[config.mk]
export PLATFORM = sky130hd
export DESIGN_NAME = udp_recv_flat
export DESIGN_NICKNAME = d
export VERILOG_FILES = /design/src/rtl/udp_pkg.sv /design/src/rtl/udp_recv_if.sv /design/src/rtl/udp_recv_rmii.sv /design/src/rtl/udp_recv.sv /design/src/flat_wrapper.sv
export SDC_FILE = /design/constraint.sdc
export NUM_CORES = 1
export LEC_CHECK = 0
export CAP_MARGIN = 20
export CORE_UTILIZATION = 35
export CTS_CLUSTER_SIZE = 16
export DETAILED_ROUTE_END_ITERATION = 16
export PLACE_DENSITY = 0.59
export SYNTH_ARGS = -nofsm -noshare
export SYNTH_HDL_FRONTEND = slang
export SYNTH_SLANG_ARGS = --single-unit
export TNS_END_PERCENT = 10
[constraint.sdc]
create_clock -name clk -period 2.9 [get_ports clk]
set_input_delay 0.435 -clock clk [delete_from_list [all_inputs] [get_ports clk]]
set_output_delay 0.435 -clock clk [all_outputs]
set_load 0.1 [all_outputs]
[src/rtl/udp_pkg.sv]
// Shared constants, types and CRC helper for the UDP receive path.
// Holds the Ethernet/IPv4/UDP header offsets, frame size limits and state encoding.
// Used by rmii_recv_byte and udp_recv; no ports.
package udp_pkg;

  typedef logic [10:0] cnt_t;

  typedef enum logic [2:0] {
    ST_IDLE,
    ST_PRE,
    ST_DATA,
    ST_CHECK,
    ST_DROP
  } state_t;

  localparam logic [15:0] ETHERTYPE_IPV4 = 16'h0800;
  localparam logic [7:0]  IP_VER_IHL     = 8'h45;
  localparam logic [7:0]  IP_PROTO_UDP   = 8'h11;
  localparam logic [31:0] CRC_POLY_REFL  = 32'hEDB88320;
  localparam logic [31:0] CRC_RESIDUE    = 32'hDEBB20E3;
  localparam logic [31:0] CRC_INIT       = 32'hFFFFFFFF;
  localparam cnt_t        MIN_FRAME      = 11'd64;
  localparam cnt_t        MAX_FRAME      = 11'd1518;

  // Byte offsets counted from the first byte after the SFD.
  localparam cnt_t OFS_ETYPE   = 11'd12;
  localparam cnt_t OFS_VER     = 11'd14;
  localparam cnt_t OFS_PROTO   = 11'd23;
  localparam cnt_t OFS_DIP     = 11'd30;
  localparam cnt_t OFS_DPORT   = 11'd36;
  localparam cnt_t OFS_ULEN    = 11'd38;
  localparam cnt_t OFS_PAYLOAD = 11'd42;

  // Reflected CRC32, one byte per call, no final inversion.
  function automatic logic [31:0] crc32_byte(input logic [31:0] c, input logic [7:0] b);
    logic [31:0] r;
    r = c ^ {24'h0, b};
    for (int i = 0; i < 8; i++) begin
      r = r[0] ? ((r >> 1) ^ CRC_POLY_REFL) : (r >> 1);
    end
    return r;
  endfunction

endpackage

[src/rtl/udp_recv_if.sv]
// Payload write bus and frame status from the UDP receiver.
// Ports: addr/data/we carry provisional payload bytes; rdy/err are one-cycle frame verdicts.
// master = receiver side (drives), slave = consumer side (samples).
interface udp_recv_if #(
  parameter int Nsz = 5
);
  logic [Nsz-1:0] addr;
  logic [7:0]     data;
  logic           we;
  logic           rdy;
  logic           err;

  modport master (output addr, data, we, rdy, err);
  modport slave  (input  addr, data, we, rdy, err);
endinterface

[src/rtl/udp_recv_rmii.sv]
// RMII receive front end: input register, preamble/SFD detection, dibit-to-byte assembly.
// Ports: clk, rst, rm_rx_data/rm_crs_dv in; rx_byte, byte_stb, sof, eof, align_err out.
// Strobes are decoded from the registered sample, so they coincide with the completing dibit.
module rmii_recv_byte
  import udp_pkg::*;
(
  input  logic       clk,
  input  logic       rst,
  input  logic [1:0] rm_rx_data,
  input  logic       rm_crs_dv,
  output logic [7:0] rx_byte,
  output logic       byte_stb,
  output logic       sof,
  output logic       eof,
  output logic       align_err
);

  logic [1:0] rx_q;
  logic       dv_q;
  state_t     state;
  logic [1:0] phase;
  logic [5:0] sh;     // first three dibits of the byte, newest at the top

  always_ff @(posedge clk) begin
    if (rst) begin
      rx_q  <= 2'b00;
      dv_q  <= 1'b0;
      state <= ST_IDLE;
      phase <= 2'd0;
      sh    <= 6'd0;
    end else begin
      rx_q <= rm_rx_data;
      dv_q <= rm_crs_dv;
      case (state)
        ST_IDLE: begin
          if (dv_q && rx_q == 2'b01) state <= ST_PRE;
        end
        ST_PRE: begin
          if (!dv_q)               state <= ST_IDLE;
          else if (rx_q == 2'b11) begin
            state <= ST_DATA;
            phase <= 2'd0;
          end
          else if (rx_q != 2'b01)  state <= ST_DROP;
        end
        ST_DATA: begin
          if (!dv_q) begin
            state <= ST_IDLE;
          end else begin
            phase <= phase + 2'd1;
            sh    <= {rx_q, sh[5:2]};
          end
        end
        ST_DROP: begin
          if (!dv_q) state <= ST_IDLE;
        end
        default: state <= ST_IDLE;
      endcase
    end
  end

  // LSB dibit arrives first, so the current dibit is the top of the byte.
  assign rx_byte   = {rx_q, sh};
  assign byte_stb  = (state == ST_DATA) && dv_q && (phase == 2'd3);
  assign sof       = (state == ST_PRE) && dv_q && (rx_q == 2'b11);
  assign eof       = (state == ST_DATA) && !dv_q && (phase == 2'd0);
  assign align_err = (state == ST_DATA) && !dv_q && (phase != 2'd0);

endmodule

[src/rtl/udp_recv.sv]
// UDP receiver: filters Ethernet/IPv4/UDP frames for this node, writes payload, checks FCS.
// Ports: clk, rst, rm_rx_data, rm_crs_dv in; wr (addr/data/we/rdy/err) master out.
// we follows a completed payload byte by one cycle; rdy/err one cycle after carrier drops.
module udp_recv
  import udp_pkg::*;
#(
  parameter logic [47:0] mac_addr = 48'h00_12_34_56_78_90,
  parameter logic [31:0] dst_ip   = {8'd192, 8'd168, 8'd0, 8'd2},
  parameter logic [15:0] dst_port = 16'd10241,
  parameter int          p_sz     = 18,
  parameter int          Nsz      = 5
) (
  input  logic         clk,
  input  logic         rst,
  input  logic [1:0]   rm_rx_data,
  input  logic         rm_crs_dv,
  udp_recv_if.master   wr
);

  localparam logic [15:0] ULEN    = 16'(8 + p_sz);
  localparam cnt_t        PAY_END = OFS_PAYLOAD + cnt_t'(p_sz);

  logic [7:0]  rx_byte;
  logic        byte_stb, sof, eof, align_err;

  state_t      state;
  cnt_t        cnt;
  logic [31:0] crc;
  logic        mac_uc, mac_bc;     // destination MAC still matches unicast / broadcast
  logic        mac_uc_n, mac_bc_n;
  logic [7:0]  mac_b;
  logic        hdr_ok;
  logic        fcs_good;

  rmii_recv_byte u_rx (
    .clk        (clk),
    .rst        (rst),
    .rm_rx_data (rm_rx_data),
    .rm_crs_dv  (rm_crs_dv),
    .rx_byte    (rx_byte),
    .byte_stb   (byte_stb),
    .sof        (sof),
    .eof        (eof),
    .align_err  (align_err)
  );

  // Header byte compare against the byte at the current offset.
  always_comb begin
    hdr_ok   = 1'b1;
    mac_uc_n = mac_uc;
    mac_bc_n = mac_bc;
    mac_b    = 8'h00;
    case (cnt)
      11'd0:   mac_b = mac_addr[47:40];
      11'd1:   mac_b = mac_addr[39:32];
      11'd2:   mac_b = mac_addr[31:24];
      11'd3:   mac_b = mac_addr[23:16];
      11'd4:   mac_b = mac_addr[15:8];
      11'd5:   mac_b = mac_addr[7:0];
      default: mac_b = 8'h00;
    endcase
    if (cnt < 11'd6) begin
      mac_uc_n = mac_uc & (rx_byte == mac_b);
      mac_bc_n = mac_bc & (rx_byte == 8'hFF);
      hdr_ok   = mac_uc_n | mac_bc_n;
    end
    case (cnt)
      OFS_ETYPE:          hdr_ok = (rx_byte == ETHERTYPE_IPV4[15:8]);
      OFS_ETYPE + 11'd1:  hdr_ok = (rx_byte == ETHERTYPE_IPV4[7:0]);
      OFS_VER:            hdr_ok = (rx_byte == IP_VER_IHL);
      OFS_PROTO:          hdr_ok = (rx_byte == IP_PROTO_UDP);
      OFS_DIP:            hdr_ok = (rx_byte == dst_ip[31:24]);
      OFS_DIP + 11'd1:    hdr_ok = (rx_byte == dst_ip[23:16]);
      OFS_DIP + 11'd2:    hdr_ok = (rx_byte == dst_ip[15:8]);
      OFS_DIP + 11'd3:    hdr_ok = (rx_byte == dst_ip[7:0]);
      OFS_DPORT:          hdr_ok = (rx_byte == dst_port[15:8]);
      OFS_DPORT + 11'd1:  hdr_ok = (rx_byte == dst_port[7:0]);
      OFS_ULEN:           hdr_ok = (rx_byte == ULEN[15:8]);
      OFS_ULEN + 11'd1:   hdr_ok = (rx_byte == ULEN[7:0]);
      default: ;
    endcase
  end

  // The CRC already includes the FCS bytes when carrier drops.
  assign fcs_good = (crc == CRC_RESIDUE) && (cnt >= MIN_FRAME);

  always_ff @(posedge clk) begin
    if (rst) begin
      state   <= ST_IDLE;
      cnt     <= '0;
      crc     <= CRC_INIT;
      mac_uc  <= 1'b0;
      mac_bc  <= 1'b0;
      wr.we   <= 1'b0;
      wr.rdy  <= 1'b0;
      wr.err  <= 1'b0;
      wr.addr <= '0;
      wr.data <= '0;
    end else begin
      wr.we  <= 1'b0;
      wr.rdy <= 1'b0;
      wr.err <= 1'b0;
      case (state)
        ST_IDLE: begin
          if (sof) begin
            state  <= ST_DATA;
            cnt    <= '0;
            crc    <= CRC_INIT;
            mac_uc <= 1'b1;
            mac_bc <= 1'b1;
          end
        end
        ST_DATA: begin
          if (align_err) begin
            wr.err <= 1'b1;
            state  <= ST_IDLE;
          end else if (eof) begin
            // Verdict is registered here so it is visible during the CHECK cycle.
            wr.rdy <= fcs_good;
            wr.err <= !fcs_good;
            state  <= ST_CHECK;
          end else if (byte_stb) begin
            crc    <= crc32_byte(crc, rx_byte);
            cnt    <= cnt + 11'd1;
            mac_uc <= mac_uc_n;
            mac_bc <= mac_bc_n;
            if (!hdr_ok) begin
              state <= ST_DROP;
            end else if (cnt == MAX_FRAME - 11'd1) begin
              wr.err <= 1'b1;
              state  <= ST_DROP;
            end else if (cnt >= OFS_PAYLOAD && cnt < PAY_END) begin
              wr.we   <= 1'b1;
              wr.addr <= Nsz'(cnt - OFS_PAYLOAD);
              wr.data <= rx_byte;
            end
          end
        end
        ST_CHECK: state <= ST_IDLE;
        ST_DROP: begin
          // The front end reports the carrier drop as either eof or align_err.
          if (eof || align_err) state <= ST_IDLE;
        end
        default: state <= ST_IDLE;
      endcase
    end
  end

endmodule
[src/flat_wrapper.sv]
// flat-port wrapper written by rule: the top's interface ports become plain ports
module udp_recv_flat import udp_pkg::*;
#(
  parameter logic [47:0] mac_addr = 48'h00_12_34_56_78_90,
  parameter logic [31:0] dst_ip   = {8'd192, 8'd168, 8'd0, 8'd2},
  parameter logic [15:0] dst_port = 16'd10241,
  parameter int          p_sz     = 18,
  parameter int          Nsz      = 5
)
  (clk, rst, rm_rx_data, rm_crs_dv, wr_addr, wr_data, wr_we, wr_rdy, wr_err);
  udp_recv_if #(.Nsz(Nsz)) wr_i ();
  input  logic clk;
  input  logic rst;
  input  logic [1:0] rm_rx_data;
  input  logic rm_crs_dv;
  output wire logic [$bits(wr_i.addr)-1:0] wr_addr;
  output wire logic [$bits(wr_i.data)-1:0] wr_data;
  output wire logic [$bits(wr_i.we)-1:0] wr_we;
  output wire logic [$bits(wr_i.rdy)-1:0] wr_rdy;
  output wire logic [$bits(wr_i.err)-1:0] wr_err;
  assign wr_addr = wr_i.addr;
  assign wr_data = wr_i.data;
  assign wr_we = wr_i.we;
  assign wr_rdy = wr_i.rdy;
  assign wr_err = wr_i.err;
  udp_recv #(.mac_addr(mac_addr), .dst_ip(dst_ip), .dst_port(dst_port), .p_sz(p_sz), .Nsz(Nsz)) u_core (.clk(clk), .rst(rst), .rm_rx_data(rm_rx_data), .rm_crs_dv(rm_crs_dv), .wr(wr_i));
endmodule
* Word-level counts from Yosys, hierarchy flattened
Cells that the tools add are included.
Word-level totals: output and inout port bits 16, bits in registers 78, logic and storage cells 181, input bits 5
Cells by class: equality and inequality tests 53, reduce and logical (&&, ||, !) cells 32, bitwise logic cells 18, add/sub/neg operators 3, magnitude comparators 4, multiplexer cells 56
Operator list (count):
- two-way mux 32 bit | 12
- inverter 13 -> 14 bit | 8
- == test 11 x 6 -> 1 bit (second input constant) | 6
- one-hot mux 32 bit (2 select lines) | 1
- two-way mux 11 bit | 4
- one-hot mux 8 bit (5 select lines) | 1
- two-way mux 3 bit | 12
- == test 11 x 4 -> 1 bit (second input constant) | 3
- == test 11 x 5 -> 1 bit (second input constant) | 3
- == test 32 bit (second input constant) | 1
- bitwise XOR 32 x 8 -> 32 bit | 1
- == test 8 bit (second input constant) | 3
- == test 11 x 2 -> 1 bit (second input constant) | 2
- == test 11 x 3 -> 1 bit (second input constant) | 2
- one-hot mux 11 bit (2 select lines) | 1
- one-hot mux 3 bit (3 select lines) | 2
- == test 8 x 5 -> 1 bit (second input constant) | 2
- two-way mux 1 bit | 16
- != test 2 x 1 -> 1 bit (second input constant) | 6
- != test 2 bit (second input constant) | 6
- adder 11 x 1 -> 11 bit (second input constant) | 1
- == test 11 x 1 -> 1 bit (second input constant) | 1
- == test 11 bit (second input constant) | 1
- greater-or-equal comparator 11 x 6 -> 1 bit (second input constant) | 1
- other kinds (43) | 70

* Logic depth before layout (Yosys ltp)
word-level depth 21, depth in mapped cells 11, depth with buffers taken out 9

* Modules after synthesis
Synthesis repeated with hierarchy kept, for this count alone.
Unflattened totals: cells, all modules 547, area, all modules 4647.0 um^2
By module, submodules not included:
- udp_recv | area an instance 4078.9 um^2, instances 1, cells each 490
- rmii_recv_byte | area an instance 568.0 um^2, instances 1, cells each 57

* Least setup slack after synthesis
No wires, ideal clock.
path kind reg2reg, from reg u_core.cnt[1], to reg u_core.wr.data[3], arrival time 2287 ps, cell stages (with the launch flop) 12, setup time 128 ps, data required time 2772 ps, path slack 485 ps, period minus slack after synthesis 2415 ps, path through dfxtp_1 > inv_1 > ha_1 > clkbuf_1 > nand3b_1 > nor3_1 > nor3_1 > nor4bb_1 > clkbuf_1 > buf_2 > mux2i_1 > nor2_1
Between the ends: word-level cells in the longest chain between the ends 8
Ends and longest elaborated chain:
- start, declared | RTL line udp_recv.sv:27 | cnt_t cnt;
- start signal, assigned | RTL line udp_recv.sv:124 | cnt <= cnt + 11'd1;
- == test 11 x 3 -> 1 bit, or another cell as far along | RTL line udp_recv.sv:53 | case (cnt)
- one-hot mux 8 bit (5 select lines) | RTL line udp_recv.sv:53
- == test 8 bit | RTL line udp_recv.sv:63 | mac_uc_n = mac_uc & (rx_byte == mac_b);
- AND 1 bit | RTL line udp_recv.sv:63
- bitwise OR 1 bit | RTL line udp_recv.sv:65 | hdr_ok = mac_uc_n | mac_bc_n;
- two-way mux 1 bit | RTL line udp_recv.sv:62 | if (cnt < 11'd6) begin
- one-hot mux 1 bit (10 select lines) | RTL line udp_recv.sv:67 | case (cnt)
- AND reduction 7 bit (no line) *
- end signal, assigned | RTL line udp_recv.sv:135 | wr.data <= rx_byte;
- end, declared | RTL line udp_recv_if.sv:13 | modport master (output addr, data, we, rdy, err);
Every way passes the cells marked *; elsewhere a longest branch is shown, timed or not. A chain may end at the register's enable or synchronous reset.

* Worst setup path in the final report
from reg u_core.cnt[1], to reg u_core.state[2]
Between the ends: word-level cells in the longest chain between the ends 12
Ends and longest elaborated chain:
- == test 11 x 3 -> 1 bit, or another cell as far along | RTL line udp_recv.sv:53
- one-hot mux 8 bit (5 select lines) | RTL line udp_recv.sv:53
- == test 8 bit | RTL line udp_recv.sv:63
- AND 1 bit | RTL line udp_recv.sv:63
- bitwise OR 1 bit | RTL line udp_recv.sv:65
- two-way mux 1 bit | RTL line udp_recv.sv:62
- one-hot mux 1 bit (10 select lines) | RTL line udp_recv.sv:67
- two-way mux 3 bit | RTL line udp_recv.sv:127 | if (!hdr_ok) begin
- two-way mux 3 bit | RTL line udp_recv.sv:122 | end else if (byte_stb) begin
- two-way mux 3 bit | RTL line udp_recv.sv:117 | end else if (eof) begin
- two-way mux 3 bit | RTL line udp_recv.sv:114 | if (align_err) begin
- one-hot mux 3 bit (3 select lines) | RTL line udp_recv.sv:103 | case (state)
- end signal, assigned | RTL line udp_recv.sv:106 | state <= ST_DATA;
- end signal, assigned | RTL line udp_recv.sv:116 | state <= ST_IDLE;
- end signal, assigned | RTL line udp_recv.sv:121 | state <= ST_CHECK;
- end, declared | RTL line udp_recv.sv:26 | state_t state;
Several ways; a longest one is shown, not always the timed one. The select of a mux whose other input is x is not followed.

==> reports/metrics.csv <==
stage;metric;value;unit
cells_and_area;nNetsFinal;615;
sta;fmaxAchievable;385;MHz
cells_and_area;fillers;1354;
global_routing;grt_pass1_vias;4139;
floorplanning;coreArea;13300;sq um
logic_synthesis;synth_edf_count;0;
floorplanning;dieWidth;119;um
sta;timing.final.max_slew_violations;0;
outcome;status;completed;
clock_tree;clock_path_buffers;2;
cells_and_area;seqCellArea;1560;sq um
logic_synthesis;syn_inst;580;
critical_path;crit_start;u_core.cnt[1];
sta;setup_violations;0;
pwr;peakVddDrop;251;uV
sta;fin_crit;2.60;ns
min_path;hp-class;flip-flop to flip-flop;
clock_tree;cts_tree;yes;
clock_tree;cts_sinks;78;
cells_and_area;multi_input_area;3040;sq um
detailed_routing;avgRoutedWirePerCell;16.0;um
sta;tightest_slew;0.753;ns
critical_path;worst_setup_path_end_kind;flip-flop;
sta;grt_setup_unrepaired;false;
global_routing;antenna_found_initial;0;
critical_path;required;3.14;ns
floorplanning;pin_count;21;
clock_tree;clk_pin_slew_worst_paths;0.07;ns
min_path;hp-start;u_core.mac_uc;
clock_tree;cts_setup_buffers;0;
logic_synthesis;syn_area_per_cell;8.24;sq um
detailed_routing;wirelength;12.5;mm
critical_path;crit_type;flip-flop to flip-flop;
job;maxCapViolations;0;
clock_tree;cts_root_buffer;clkbuf_16;
critical_path;cp_data_arrival_time;2.84;ns
floorplanning;rows;42;
pwr;total_leakage_power;1.99;nW
detailed_routing;drc;0;
detailed_routing;via_per_inst;5.27;
logic_synthesis;async_reset_ff_share;0;%
logic_synthesis;ys_seq_area_share;32.7;%
pwr;power_density;452;nW/um^2
clock_tree;numCtsBuffers;9;
floorplanning;dieHeight;119;um
cells_and_area;layout-drive-gt1-share;13.4;%
sta;fin_crit_sh;89.7;%
global_routing;grt_max_degree;31;
floorplanning;die_area;14100;sq um
critical_path;cp-start-kind;flip-flop;
floorplanning;start_util;36.0;%
sta;final-hold-violation-count;0;
placed_design;io_buffers;20;
detailed_routing;via_count;4118;
global_routing;grt_overflow;0;
clock_tree;htree_levels;3;
logic_synthesis;ys_warn_count;0;
logic_synthesis;ys.flop_type;dfxtp_1;
sta;slew_headroom;49.7;%
sta;setup-tns-final;0;ns
clock_tree;insertion_delay;0.34;ns
placed_design;hpwl;9.10;mm
logic_synthesis;synth_cell_type_count;63;
logic_synthesis;ys_ff_latch;78;
placed_design;dpl-instance-area;5220;sq um
detailed_routing;drt-initial-drc-count;273;
placed_design;gp_congestion;0.918;
logic_synthesis;synth.cell_area;4780;sq um
detailed_routing;drt_pass1_iterations;5;
global_routing;grt_pass1_wl;21.0;mm
global_routing;grt_use_total;18.7;%
cells_and_area;area_growth;16.8;%
cells_and_area;antenna-diode-count;0;
critical_path;critPathMaxFanout;11;
cells_and_area;fin_area;5580;sq um
logic_synthesis;syn-num-nets;595;
sta;finClkSkew;0.00804;ns
critical_path;rr_startpoint;u_core.cnt[1];
detailed_routing;final_antenna_net_count;0;
-- stage by stage --
| step | hold slack, ns | instances | util (%) | setup slack [ns] | total power [mW] |
|---|---|---|---|---|---|
| 2_1_floorplan | 0.432 | 580 | - | 0.485 | 1.18 |
| 3_3_place_gp | 0.459 | 765 | 39.3 | 0.352 | 1.20 |
| 3_5_place_dp | 0.470 | 765 | 39.3 | 0.236 | 1.21 |
| 4_1_cts | 0.486 | 781 | 41.9 | 0.228 | 2.56 |
| 5_1_grt | 0.506 | 781 | 42.0 | 0.0107 | 2.61 |
| 6_report | 0.487 | 781 | 42.0 | 0.300 | 2.52 |
-- cell usage in the layout, fill, tap and decap left out, types with 3 or more instances in the layout --
cell type	instances
and2_1	3
nor3_1	23
nand4_1	10
a21oi_1	40
clkbuf_16	9
a211oi_1	4
nor4b_1	5
nand2_1	34
xor2_2	4
nand3_1	18
o21bai_1	7
o21ai_0	16
dfxtp_1	77
a31oi_1	3
a21o_1	5
and3_1	3
nor2b_1	8
o22ai_1	10
nand3b_1	5
nor4_1	8
buf_4	43
nand2b_1	14
nor2_1	67
inv_1	13
nand4b_1	6
bufinv_16	3
xnor2_2	3
clkdlybuf4s50_1	3
ha_1	10
or3_1	4
xor2_1	23
o21a_1	3
xnor2_1	57
or2_2	3
mux2i_1	16
-- state kept, by name (all words and copies together), names as in the netlist --
| register | cells |
|---|---|
| u_core.mac_uc | 1 |
| u_core.u_rx.state | 3 |
| u_core.wr.we | 1 |
| u_core.u_rx.rx_q | 2 |
| u_core.u_rx.phase | 2 |
| u_core.mac_bc | 1 |
| u_core.wr.err | 1 |
| u_core.wr.rdy | 1 |
| u_core.wr.data | 8 |
| u_core.state | 3 |
| u_core.wr.addr | 5 |
| u_core.cnt | 11 |
| u_core.crc | 32 |
| u_core.u_rx.sh | 6 |
| u_core.u_rx.dv_q | 1 |
-- final timing paths --
path / to / slack (ns) / cells after the start
worst min register to register: u_core.mac_uc / 0.49 / 2
worst max register to register: u_core.state[2] / 0.30 / 7
worst min-delay path: u_core.mac_uc / 0.49 / 2
worst max-delay path: u_core.state[2] / 0.30 / 7
-- cell families (layout without fill, tap and decap cells) --
group	count (synthesis)	in the layout	share of synthesized area [%]
AO/OA/AOI/OAI	112	112	15.1
XOR/XNOR	87	87	17.0
adder cells (fa/ha/maj)	10	10	2.62
buffers and inverters	51	76	4.32
flip-flops	78	78	32.7
multiplexers	18	18	3.82
AND/OR/NAND/NOR	224	224	24.4
-- layout make-up --
type                    count  area share [%]
clock buffers              10            4.28
clock inverters             6            2.06
inverters                  13           0.874
multi-input cells         451            54.4
flip-flops and latches     78            28.0
well taps                 176            3.94
repair buffers             47            6.41
-- routing by layer --
layer	up-vias	part of all wire [%]	global-route usage (%)	wire (um)
met5	-	0	0	0
met4	0	2.2	7.36	278
met3	20	3.1	2.92	391
met2	81	49	31.5	6080
met1	1951	46	23.9	5780
li1	2066	-	-	-
-- synthesized netlist by cell type (all sizes together) (14+ instances only) --
library cell | instances | area (sq um)
a21oi | 40 | 200
clkbuf | 25 | 95.1
dfxtp | 78 | 1560
mux2i | 16 | 160
nand2 | 34 | 128
nand2b | 14 | 87.6
nand3 | 18 | 90.1
nor2 | 67 | 251
nor3 | 24 | 120
o21ai | 17 | 85.1
xnor2 | 60 | 548
xor2 | 27 | 267
-- critical path, cell delays in order (launching register included) --
cell       delay [ns]
dfxtp_1          0.46
ha_1             0.45
nand4b_1         0.27
a2111oi_0        0.42
o311ai_0         0.22
o41ai_1          0.37
a21oi_1          0.10
a21o_1           0.20
-- power breakdown --
part,internal (mW),switching (mW)
clock network,0.871,0.471
logic,0.0434,0.0591
registers,1.07,0.00490
total,1.99,0.535
-- repair_timing --
item,in CTS,in global routing
hold buffers,0,0
resized for setup,0,3
hold endpoints to repair,0,0
setup endpoints to repair,0,2
Note: power is estimated with default switching activity, not from simulation.
